$ cat src/rtl/rtf_uart_pkg.sv
// Shared types and encodings for the rtfUart receive path: FSM state codes,
// parity_ctrl encodings and the receive FIFO entry layout.
package rtf_uart_pkg;

    localparam int MAX_DATA_W = 32;

    typedef logic [2:0] rx_state_t;
    localparam rx_state_t ST_IDLE   = 3'd0;
    localparam rx_state_t ST_START  = 3'd1;
    localparam rx_state_t ST_DATA   = 3'd2;
    localparam rx_state_t ST_PARITY = 3'd3;
    localparam rx_state_t ST_STOP   = 3'd4;
    localparam rx_state_t ST_BREAK  = 3'd5;

    // Every enabled parity mode has bit 0 set; all even codes mean "none".
    localparam logic [2:0] PAR_NONE  = 3'b000;
    localparam logic [2:0] PAR_ODD   = 3'b001;
    localparam logic [2:0] PAR_EVEN  = 3'b011;
    localparam logic [2:0] PAR_MARK  = 3'b101;
    localparam logic [2:0] PAR_SPACE = 3'b111;

    typedef struct packed {
        logic                  brk;
        logic                  perr;
        logic                  ferr;
        logic [MAX_DATA_W-1:0] data;
    } rx_entry_t;

endpackage

$ cat src/rtl/rtf_uart_rx_ng_if.sv
// Register-block bus between the rtfUart bus master and the receiver.
interface rtf_uart_rx_ng_if #(
    parameter int DATA_W = 32
) ();
    logic              cyc;
    logic              cs;
    logic              wr;
    logic [DATA_W+2:0] dout;
    logic              ack;

    modport master (output cyc, cs, wr, input dout, ack);
    modport slave  (input cyc, cs, wr, output dout, ack);
endinterface

$ cat src/rtl/rtf_uart_rx_fifo.sv
// First-word-fall-through FIFO with occupancy count; a push into a full FIFO
// is only accepted when a pop happens in the same cycle.
module rtf_uart_rx_fifo #(
    parameter int WIDTH = 35,
    parameter int DEPTH = 64
) (
    input  logic                     clk,
    input  logic                     rst,
    input  logic                     flush,
    input  logic                     push,
    input  logic                     pop,
    input  logic [WIDTH-1:0]         din,
    output logic [WIDTH-1:0]         dout,
    output logic [$clog2(DEPTH):0]   qcnt,
    output logic                     full,
    output logic                     empty,
    output logic                     drop
);
    localparam int AW = $clog2(DEPTH);

    logic [WIDTH-1:0] mem [DEPTH];
    logic [AW-1:0]    wr_ptr_reg, rd_ptr_reg;
    logic [AW:0]      count_reg;
    logic             push_ok, pop_ok;

    assign full    = (count_reg == (AW+1)'(DEPTH));
    assign empty   = (count_reg == '0);
    assign pop_ok  = pop & ~empty & ~flush;
    assign push_ok = push & (~full | pop_ok) & ~flush;
    assign drop    = push & full & ~pop_ok & ~flush;
    assign dout    = mem[rd_ptr_reg];
    assign qcnt    = count_reg;

    always_ff @(posedge clk) begin
        if (push_ok) begin
            mem[wr_ptr_reg] <= din;
        end
    end

    always_ff @(posedge clk) begin
        if (rst || flush) begin
            wr_ptr_reg <= '0;
            rd_ptr_reg <= '0;
            count_reg  <= '0;
        end else begin
            if (push_ok) wr_ptr_reg <= wr_ptr_reg + 1'b1;
            if (pop_ok)  rd_ptr_reg <= rd_ptr_reg + 1'b1;
            case ({push_ok, pop_ok})
                2'b10:   count_reg <= count_reg + 1'b1;
                2'b01:   count_reg <= count_reg - 1'b1;
                default: count_reg <= count_reg;
            endcase
        end
    end
endmodule

$ cat src/rtl/rtf_uart_rx_ng.sv
// UART receiver: oversampled bit FSM with optional majority sampling, parity,
// break capture, receive FIFO, timeout/threshold interrupts and RTS output.
module rtf_uart_rx_ng
    import rtf_uart_pkg::*;
#(
    parameter int OVS        = 16,
    parameter int DEPTH      = 64,
    parameter int DATA_W     = 32,
    parameter int MAJORITY   = 1,
    parameter int RTS_MARGIN = 4
) (
    input  logic                   clk,
    input  logic                   rst,
    rtf_uart_rx_ng_if.slave        bus,
    input  logic                   fifo_clear,
    input  logic                   clear,
    input  logic                   clear_gerr,
    input  logic [2:0]             parity_ctrl,
    input  logic [5:0]             word_length,
    input  logic                   baud_ce,
    input  logic                   rxd,
    input  logic [$clog2(DEPTH):0] threshold,
    input  logic [7:0]             timeout_bits,
    output logic [$clog2(DEPTH):0] qcnt,
    output logic                   full,
    output logic                   empty,
    output logic                   overrun,
    output logic                   gerr,
    output logic                   thresh_irq,
    output logic                   timeout_irq,
    output logic                   rts_n,
    output logic                   bit_stream
);
    localparam int TW = $clog2(OVS);
    localparam logic [TW-1:0] LAST_TICK   = TW'(OVS - 1);
    // With majority voting the decision waits one tick so mid+1 is available.
    localparam logic [TW-1:0] SAMPLE_TICK = TW'(OVS/2 - 1 + ((MAJORITY != 0) ? 1 : 0));

    logic              sync1_reg, sync2_reg;
    logic [1:0]        win_reg;
    rx_state_t         state_reg;
    logic [TW-1:0]     tick_reg, to_tick_reg;
    logic [5:0]        bit_idx_reg;
    logic [DATA_W-1:0] data_reg;
    logic              perr_reg, par_bit_reg;
    logic [7:0]        to_bits_reg;
    logic              overrun_reg, gerr_reg, thresh_reg, timeout_reg, rts_n_reg;

    logic              samp, start_det, at_sample, at_last, par_en, perr_calc;
    logic              stop_ferr, stop_brk, push, pop, drop, to_clr, to_hit;
    logic [5:0]        eff_wl;
    logic [DATA_W+2:0] fifo_din;
    rx_entry_t         entry;

    assign bit_stream = sync2_reg;
    assign samp = (MAJORITY != 0)
                ? ((win_reg[1] & win_reg[0]) | (win_reg[1] & sync2_reg) | (win_reg[0] & sync2_reg))
                : sync2_reg;
    assign start_det = baud_ce && (state_reg == ST_IDLE) && win_reg[0] && !sync2_reg;
    assign at_sample = (tick_reg == SAMPLE_TICK);
    assign at_last   = (tick_reg == LAST_TICK);
    assign par_en    = parity_ctrl[0];
    assign stop_ferr = ~samp;
    assign stop_brk  = ~samp && (data_reg == '0) && ~par_bit_reg;
    assign push      = baud_ce && (state_reg == ST_STOP) && at_sample && !clear;

    assign bus.ack = bus.cyc & bus.cs;
    assign pop     = bus.ack & ~bus.wr & ~empty;

    always_comb begin
        eff_wl = word_length;
        if (word_length < 6'd5)              eff_wl = 6'd5;
        else if (int'(word_length) > DATA_W) eff_wl = 6'(DATA_W);
    end

    always_comb begin
        perr_calc = 1'b0;
        case (parity_ctrl)
            PAR_ODD:   perr_calc = ~(^data_reg ^ samp);
            PAR_EVEN:  perr_calc = ^data_reg ^ samp;
            PAR_MARK:  perr_calc = ~samp;
            PAR_SPACE: perr_calc = samp;
            PAR_NONE:  perr_calc = 1'b0;
            default:   perr_calc = 1'b0;
        endcase
    end

    always_comb begin
        entry      = '0;
        entry.brk  = stop_brk;
        entry.perr = perr_reg;
        entry.ferr = stop_ferr;
        entry.data = MAX_DATA_W'(data_reg);
    end
    assign fifo_din = {entry.brk, entry.perr, entry.ferr, entry.data[DATA_W-1:0]};

    rtf_uart_rx_fifo #(.WIDTH(DATA_W + 3), .DEPTH(DEPTH)) u_fifo (
        .clk(clk), .rst(rst), .flush(clear | fifo_clear),
        .push(push), .pop(pop), .din(fifo_din), .dout(bus.dout),
        .qcnt(qcnt), .full(full), .empty(empty), .drop(drop)
    );

    always_ff @(posedge clk) begin
        if (rst) begin
            sync1_reg <= 1'b1;
            sync2_reg <= 1'b1;
            win_reg   <= 2'b11;
        end else begin
            sync1_reg <= rxd;
            sync2_reg <= sync1_reg;
            if (baud_ce) win_reg <= {win_reg[0], sync2_reg};
        end
    end

    always_ff @(posedge clk) begin
        if (rst || clear) begin
            state_reg   <= ST_IDLE;
            tick_reg    <= '0;
            bit_idx_reg <= '0;
            data_reg    <= '0;
            perr_reg    <= 1'b0;
            par_bit_reg <= 1'b0;
        end else if (baud_ce) begin
            tick_reg <= at_last ? '0 : tick_reg + 1'b1;
            case (state_reg)
                ST_IDLE: begin
                    tick_reg <= '0;
                    if (start_det) begin
                        state_reg   <= ST_START;
                        bit_idx_reg <= '0;
                        data_reg    <= '0;
                        perr_reg    <= 1'b0;
                        par_bit_reg <= 1'b0;
                    end
                end
                ST_START: begin
                    if (at_sample && samp) state_reg <= ST_IDLE;
                    else if (at_last)      state_reg <= ST_DATA;
                end
                ST_DATA: begin
                    if (at_sample)
                        data_reg <= data_reg | ({{(DATA_W-1){1'b0}}, samp} << bit_idx_reg);
                    if (at_last) begin
                        if (bit_idx_reg == eff_wl - 6'd1) state_reg <= par_en ? ST_PARITY : ST_STOP;
                        else bit_idx_reg <= bit_idx_reg + 6'd1;
                    end
                end
                ST_PARITY: begin
                    if (at_sample) begin
                        par_bit_reg <= samp;
                        perr_reg    <= perr_calc;
                    end
                    if (at_last) state_reg <= ST_STOP;
                end
                ST_STOP:  if (at_sample) state_reg <= stop_brk ? ST_BREAK : ST_IDLE;
                ST_BREAK: if (sync2_reg) state_reg <= ST_IDLE;
                default:  state_reg <= ST_IDLE;
            endcase
        end
    end

    // Timeout counts whole bit times of idle line while data waits in the FIFO.
    assign to_clr = pop || start_det || empty;
    assign to_hit = baud_ce && (state_reg == ST_IDLE) && !to_clr && (to_tick_reg == LAST_TICK)
                 && (timeout_bits != 8'd0) && (to_bits_reg + 8'd1 == timeout_bits);

    always_ff @(posedge clk) begin
        if (rst || clear) begin
            overrun_reg <= 1'b0;
            gerr_reg    <= 1'b0;
            thresh_reg  <= 1'b0;
            rts_n_reg   <= 1'b0;
            timeout_reg <= 1'b0;
            to_tick_reg <= '0;
            to_bits_reg <= '0;
        end else begin
            if (drop)            overrun_reg <= 1'b1;
            else if (clear_gerr) overrun_reg <= 1'b0;
            if (push && !drop && !fifo_clear && (perr_reg || stop_ferr)) gerr_reg <= 1'b1;
            else if (clear_gerr)                                        gerr_reg <= 1'b0;
            thresh_reg <= (threshold != '0) && (qcnt >= threshold);
            rts_n_reg  <= (int'(qcnt) >= DEPTH - RTS_MARGIN);
            if (to_clr) begin
                to_tick_reg <= '0;
                to_bits_reg <= '0;
            end else if (baud_ce && state_reg == ST_IDLE) begin
                if (to_tick_reg == LAST_TICK) begin
                    to_tick_reg <= '0;
                    if (to_bits_reg != 8'hFF) to_bits_reg <= to_bits_reg + 8'd1;
                end else begin
                    to_tick_reg <= to_tick_reg + 1'b1;
                end
            end
            if (pop || start_det || fifo_clear) timeout_reg <= 1'b0;
            else if (to_hit)                    timeout_reg <= 1'b1;
        end
    end

    assign overrun     = overrun_reg;
    assign gerr        = gerr_reg;
    assign thresh_irq  = thresh_reg;
    assign timeout_irq = timeout_reg;
    assign rts_n       = rts_n_reg;
endmodule

$ cat src/flat_wrapper.sv
// flat-port wrapper written by rule: the top's interface ports become plain ports
module rtf_uart_rx_ng_flat import rtf_uart_pkg::*;
#(
    parameter int OVS        = 16,
    parameter int DEPTH      = 64,
    parameter int DATA_W     = 32,
    parameter int MAJORITY   = 1,
    parameter int RTS_MARGIN = 4
)
  (clk, rst, fifo_clear, clear, clear_gerr, parity_ctrl, word_length, baud_ce, rxd, threshold, timeout_bits, qcnt, full, empty, overrun, gerr, thresh_irq, timeout_irq, rts_n, bit_stream, bus_cyc, bus_cs, bus_wr, bus_dout, bus_ack);
  rtf_uart_rx_ng_if #(.DATA_W(DATA_W)) bus_i ();
  input  logic clk;
  input  logic rst;
  input  logic fifo_clear;
  input  logic clear;
  input  logic clear_gerr;
  input  logic [2:0] parity_ctrl;
  input  logic [5:0] word_length;
  input  logic baud_ce;
  input  logic rxd;
  input  logic [$clog2(DEPTH):0] threshold;
  input  logic [7:0] timeout_bits;
  output logic [$clog2(DEPTH):0] qcnt;
  output logic full;
  output logic empty;
  output logic overrun;
  output logic gerr;
  output logic thresh_irq;
  output logic timeout_irq;
  output logic rts_n;
  output logic bit_stream;
  input wire logic [$bits(bus_i.cyc)-1:0] bus_cyc;
  input wire logic [$bits(bus_i.cs)-1:0] bus_cs;
  input wire logic [$bits(bus_i.wr)-1:0] bus_wr;
  output wire logic [$bits(bus_i.dout)-1:0] bus_dout;
  output wire logic [$bits(bus_i.ack)-1:0] bus_ack;
  assign bus_i.cyc = bus_cyc;
  assign bus_i.cs = bus_cs;
  assign bus_i.wr = bus_wr;
  assign bus_dout = bus_i.dout;
  assign bus_ack = bus_i.ack;
  rtf_uart_rx_ng #(.OVS(OVS), .DEPTH(DEPTH), .DATA_W(DATA_W), .MAJORITY(MAJORITY), .RTS_MARGIN(RTS_MARGIN)) u_core (.clk(clk), .rst(rst), .bus(bus_i), .fifo_clear(fifo_clear), .clear(clear), .clear_gerr(clear_gerr), .parity_ctrl(parity_ctrl), .word_length(word_length), .baud_ce(baud_ce), .rxd(rxd), .threshold(threshold), .timeout_bits(timeout_bits), .qcnt(qcnt), .full(full), .empty(empty), .overrun(overrun), .gerr(gerr), .thresh_irq(thresh_irq), .timeout_irq(timeout_irq), .rts_n(rts_n), .bit_stream(bit_stream));
endmodule
$ cat config.mk
export PLATFORM = sky130hd
export DESIGN_NAME = rtf_uart_rx_ng_flat
export DESIGN_NICKNAME = d
export VERILOG_FILES = /design/src/rtl/rtf_uart_pkg.sv /design/src/rtl/rtf_uart_rx_ng_if.sv /design/src/rtl/rtf_uart_rx_fifo.sv /design/src/rtl/rtf_uart_rx_ng.sv /design/src/flat_wrapper.sv
export SDC_FILE = /design/constraint.sdc
export NUM_CORES = 2
export LEC_CHECK = 0
export CAP_MARGIN = 20
export CORE_MARGIN = 8
export CORE_UTILIZATION = 45
export CTS_CLUSTER_DIAMETER = 120
export DETAILED_ROUTE_END_ITERATION = 8
export HOLD_SLACK_MARGIN = 0.08
export SLEW_MARGIN = 40
export SYNTH_ARGS = -nofsm -noshare
export SYNTH_HDL_FRONTEND = slang
export SYNTH_SLANG_ARGS = --single-unit
$ cat constraint.sdc
create_clock -name clk -period 6.3 [get_ports clk]
set_clock_uncertainty 0.05 [all_clocks]
set_input_delay 1.26 -clock clk [delete_from_list [all_inputs] [get_ports clk]]
set_output_delay 1.26 -clock clk [all_outputs]
set_load 0.02 [all_outputs]
==> results.md <==
* Synth top area cells: edfxtp_1 (75%), mux4_2 (18%), dfxtp_1 (2.1%), nor2_1 (0.65%), ha_1 (0.51%)
* Post-synth cell types at 65
* Fin cells at 7024
* Mapped Cells at 3913
* Yosys top cell area share at 74.6%
* Crit-path leading delay family: multiplexers
* First-pass GRT wire length at 317000 microns
* Clock period minus final worst setup slack at 5940 ps
* Final wirelength at 223000 microns
* DR vias at 41793
* Status: finished, final reports clean
* Clock transition at the registers of the reported paths at 60 ps
* CTS Hold Bufs at 0
* Share of cells above drive strength 1 at 30.1%
* Power Total at 0.0298 W
* Root Buffer: clkbuf_16
* Rows at 164
* Hold Path Class: register to register
* Routed Antenna Nets at 0
* Async set or reset register ratio after synthesis at 0%
* GR Overflow Total at 0
* Post-synth EDFFs at 2240
* Sequential cell area at 69200 sq um
* Area growth, synth to finish at 14.2%
* Setup Viol. Count Final at 0
* Setup crit start kind: register
* Slowest CP cell: dfxtp_4
* CP max stage delay at 710 ps
* Psw at ~0.0057 W
* Port bufs at 84
* Post-cts resize count at 0
* Commonest register cell after synthesis: edfxtp_1
* Setup repair bufs after CTS at 0
* Yosys warnings at 0
* Die height at 464 microns
* RD Place Congestion at about 0.78
* Commonest non-fill, non-tap cell in the layout: edfxtp_1
* Crit Path Max Fanout at 56
* Logic gate share of total power at 0.3%
* Synth Cell Area at 90200 sq um
* Max Cap Viol at 0
* Footprint of the multi-input gates at 20500 sq um
* H-tree depth at 4
* Fmax achieved at 168 MHz
* Core Area at 199000 sq um
* RSZ-0062 raised after global routing: false
* TritonCTS Sinks at 2333
* Initial antenna violation count at 12
* CP bufs+invs at 3
* Clock share of power at 43.4%
* Count of final hold-check violations at 0
* Layout fillers at 15380
* Seq/Total Area, Yosys at 76.6%
* TritonCTS clock tree: done
* Cells after DPL at 6623
* Clk_lat worst skew at 850 ps
* Wire per inst at 31.8 microns
* Mean post-synth cell area at 23.1 sq um
* Residual DRC at 0
* Sw Share at 19.0%
* CP cell instances: buf_12, buf_16, mux4_2, mux4_2, mux4_2, clkdlybuf4s50_1
* Overall Global Routing Usage at 20.4%
* Nets at 4261
* Cell Int Power at 0.0241 W
* Setup TNS at 0 ps
* Max reg flops at 2240
* DR iter-0 viols at 4818
* I/O pin count at 85
* Final core utilization at 51.7%
* Critical Path RT at 4990 ps
* Relative slew margins at 41.6%
* Cell taking the most area after synthesis: edfxtp_1
* CTS buffer count at 219
* Vias in the first global route at 42576
* FF+latch count, synth at 2333
* CP most frequent cell: mux4_2
* Die area at 215000 sq um
* Mapped Nets at 3985
* Ratio of final minimum period to clock period at 94.3%
* Final-report max-slew violation count at 0
* CP Data Arrival Time at 4630 ps
* Starting Density at 45.2%
* PD cells at 289 nW/um^2
* Largest net degree at the start of global routing at 99
* CP Capture Type: output pin
* Register share of total power at 56.2%
* Worst-Margin Slew at a little under 900 ps
* Chip width at 464 microns
* Kind of critical path: register to output pin
* DP HPWL at 120000 microns
* DRT Pass-1 Iters at 6
* Number of vias per cell at ~6.0
* Most frequent cells in the layout: edfxtp_1 (2240), mux4_2 (721), clkbuf_16 (221)
* Leak at 34.8 nW
* Peak supply drop at 0.339 mV
* Clock Path Buffers at 3
==> cell type report <==
cell class	count	area share (%)
repair buffers	256	2.77
clock inverters	115	1.10
inverters	58	0.211
multi-input cells	1321	19.9
clock buffers	281	5.64
flip-flops and latches	2333	67.2
diodes	4	0.00972
well taps	2656	3.23
==> worst paths after layout <==
check	slack, ps	start	cells past startpoint	endpoint
worst max-delay path	360	register	6	bus_dout[23]
worst min-delay path	360	u_core.sync1_reg	1	u_core.bit_stream
worst max register to register	2370	u_core.state_reg[0]	8	u_core.u_fifo.mem[32][16]
worst min register to register	360	u_core.sync1_reg	1	u_core.bit_stream
==> cells in the mapped netlist (12+ instances only) <==
library cell,number
edfxtp_1,2240
mux4_2,721
nor2_1,157
clkbuf_1,101
dfxtp_1,93
a21oi_1,70
inv_1,56
buf_2,43
buf_1,38
ha_1,37
nand2_1,33
xnor2_1,26
nor2b_1,25
xor2_1,24
a211oi_1,20
mux2i_1,20
nand3_1,19
buf_4,16
nor3_1,15
o21ai_0,15
and3_1,12
==> cell families (layout without fill, tap and decap cells) <==
| family | after synthesis | after routing | synth area share (%) |
|---|---|---|---|
| flops | 2333 | 2333 | 76.6 |
| mux | 741 | 741 | 18.2 |
| simple gates | 336 | 336 | 1.81 |
| buf+inv | 259 | 710 | 1.23 |
| compound gates | 155 | 155 | 1.08 |
| xor+xnor | 50 | 50 | 0.485 |
| fa+ha+maj | 39 | 39 | 0.546 |
| other cells | 0 | 4 | 0 |
==> power groups by stage <==
| stage | combinational [W] | sequential [W] | clock [W] |
|---|---|---|---|
| CTS | 0.0000958 | 0.0167 | 0.0132 |
| finish | 0.0000965 | 0.0167 | 0.0129 |
| floorplan | 0.0000485 | 0.0171 | 0 |
| global placement | 0.0000938 | 0.0171 | 0 |
| global route | 0.000106 | 0.0167 | 0.0137 |
| detailed placement | 0.0000954 | 0.0171 | 0 |
==> worst register-to-register path, cell delays in order, from the launching register on <==
cell	delay (ps)
dfxtp_1	460
nor2_1	410
nand4_1	210
a21oi_2	510
inv_2	150
nor2_1	250
nand2_1	550
nor2_4	690
buf_12	280
==> routing by layer <==
metal	vias up	GRT usage (%)	share of wire, %
li1	17184	-	-
met4	2	4.71	2.1
met5	-	0	0.0063
met2	1544	33.5	49
met1	22787	28.2	41
met3	276	4.77	7.9
==> per-stage QoR <==
stage          hold WS [ps]  setup slack [ps]  cell area, sq um
2_1_floorplan           339              1450             90200
3_3_place_gp            347              1230             95900
3_5_place_dp            349              1210             96000
4_1_cts                 364               262            103000
5_1_grt                 376               121            103000
6_report                364               360            103000
Note: power is estimated with default switching activity, not from simulation.
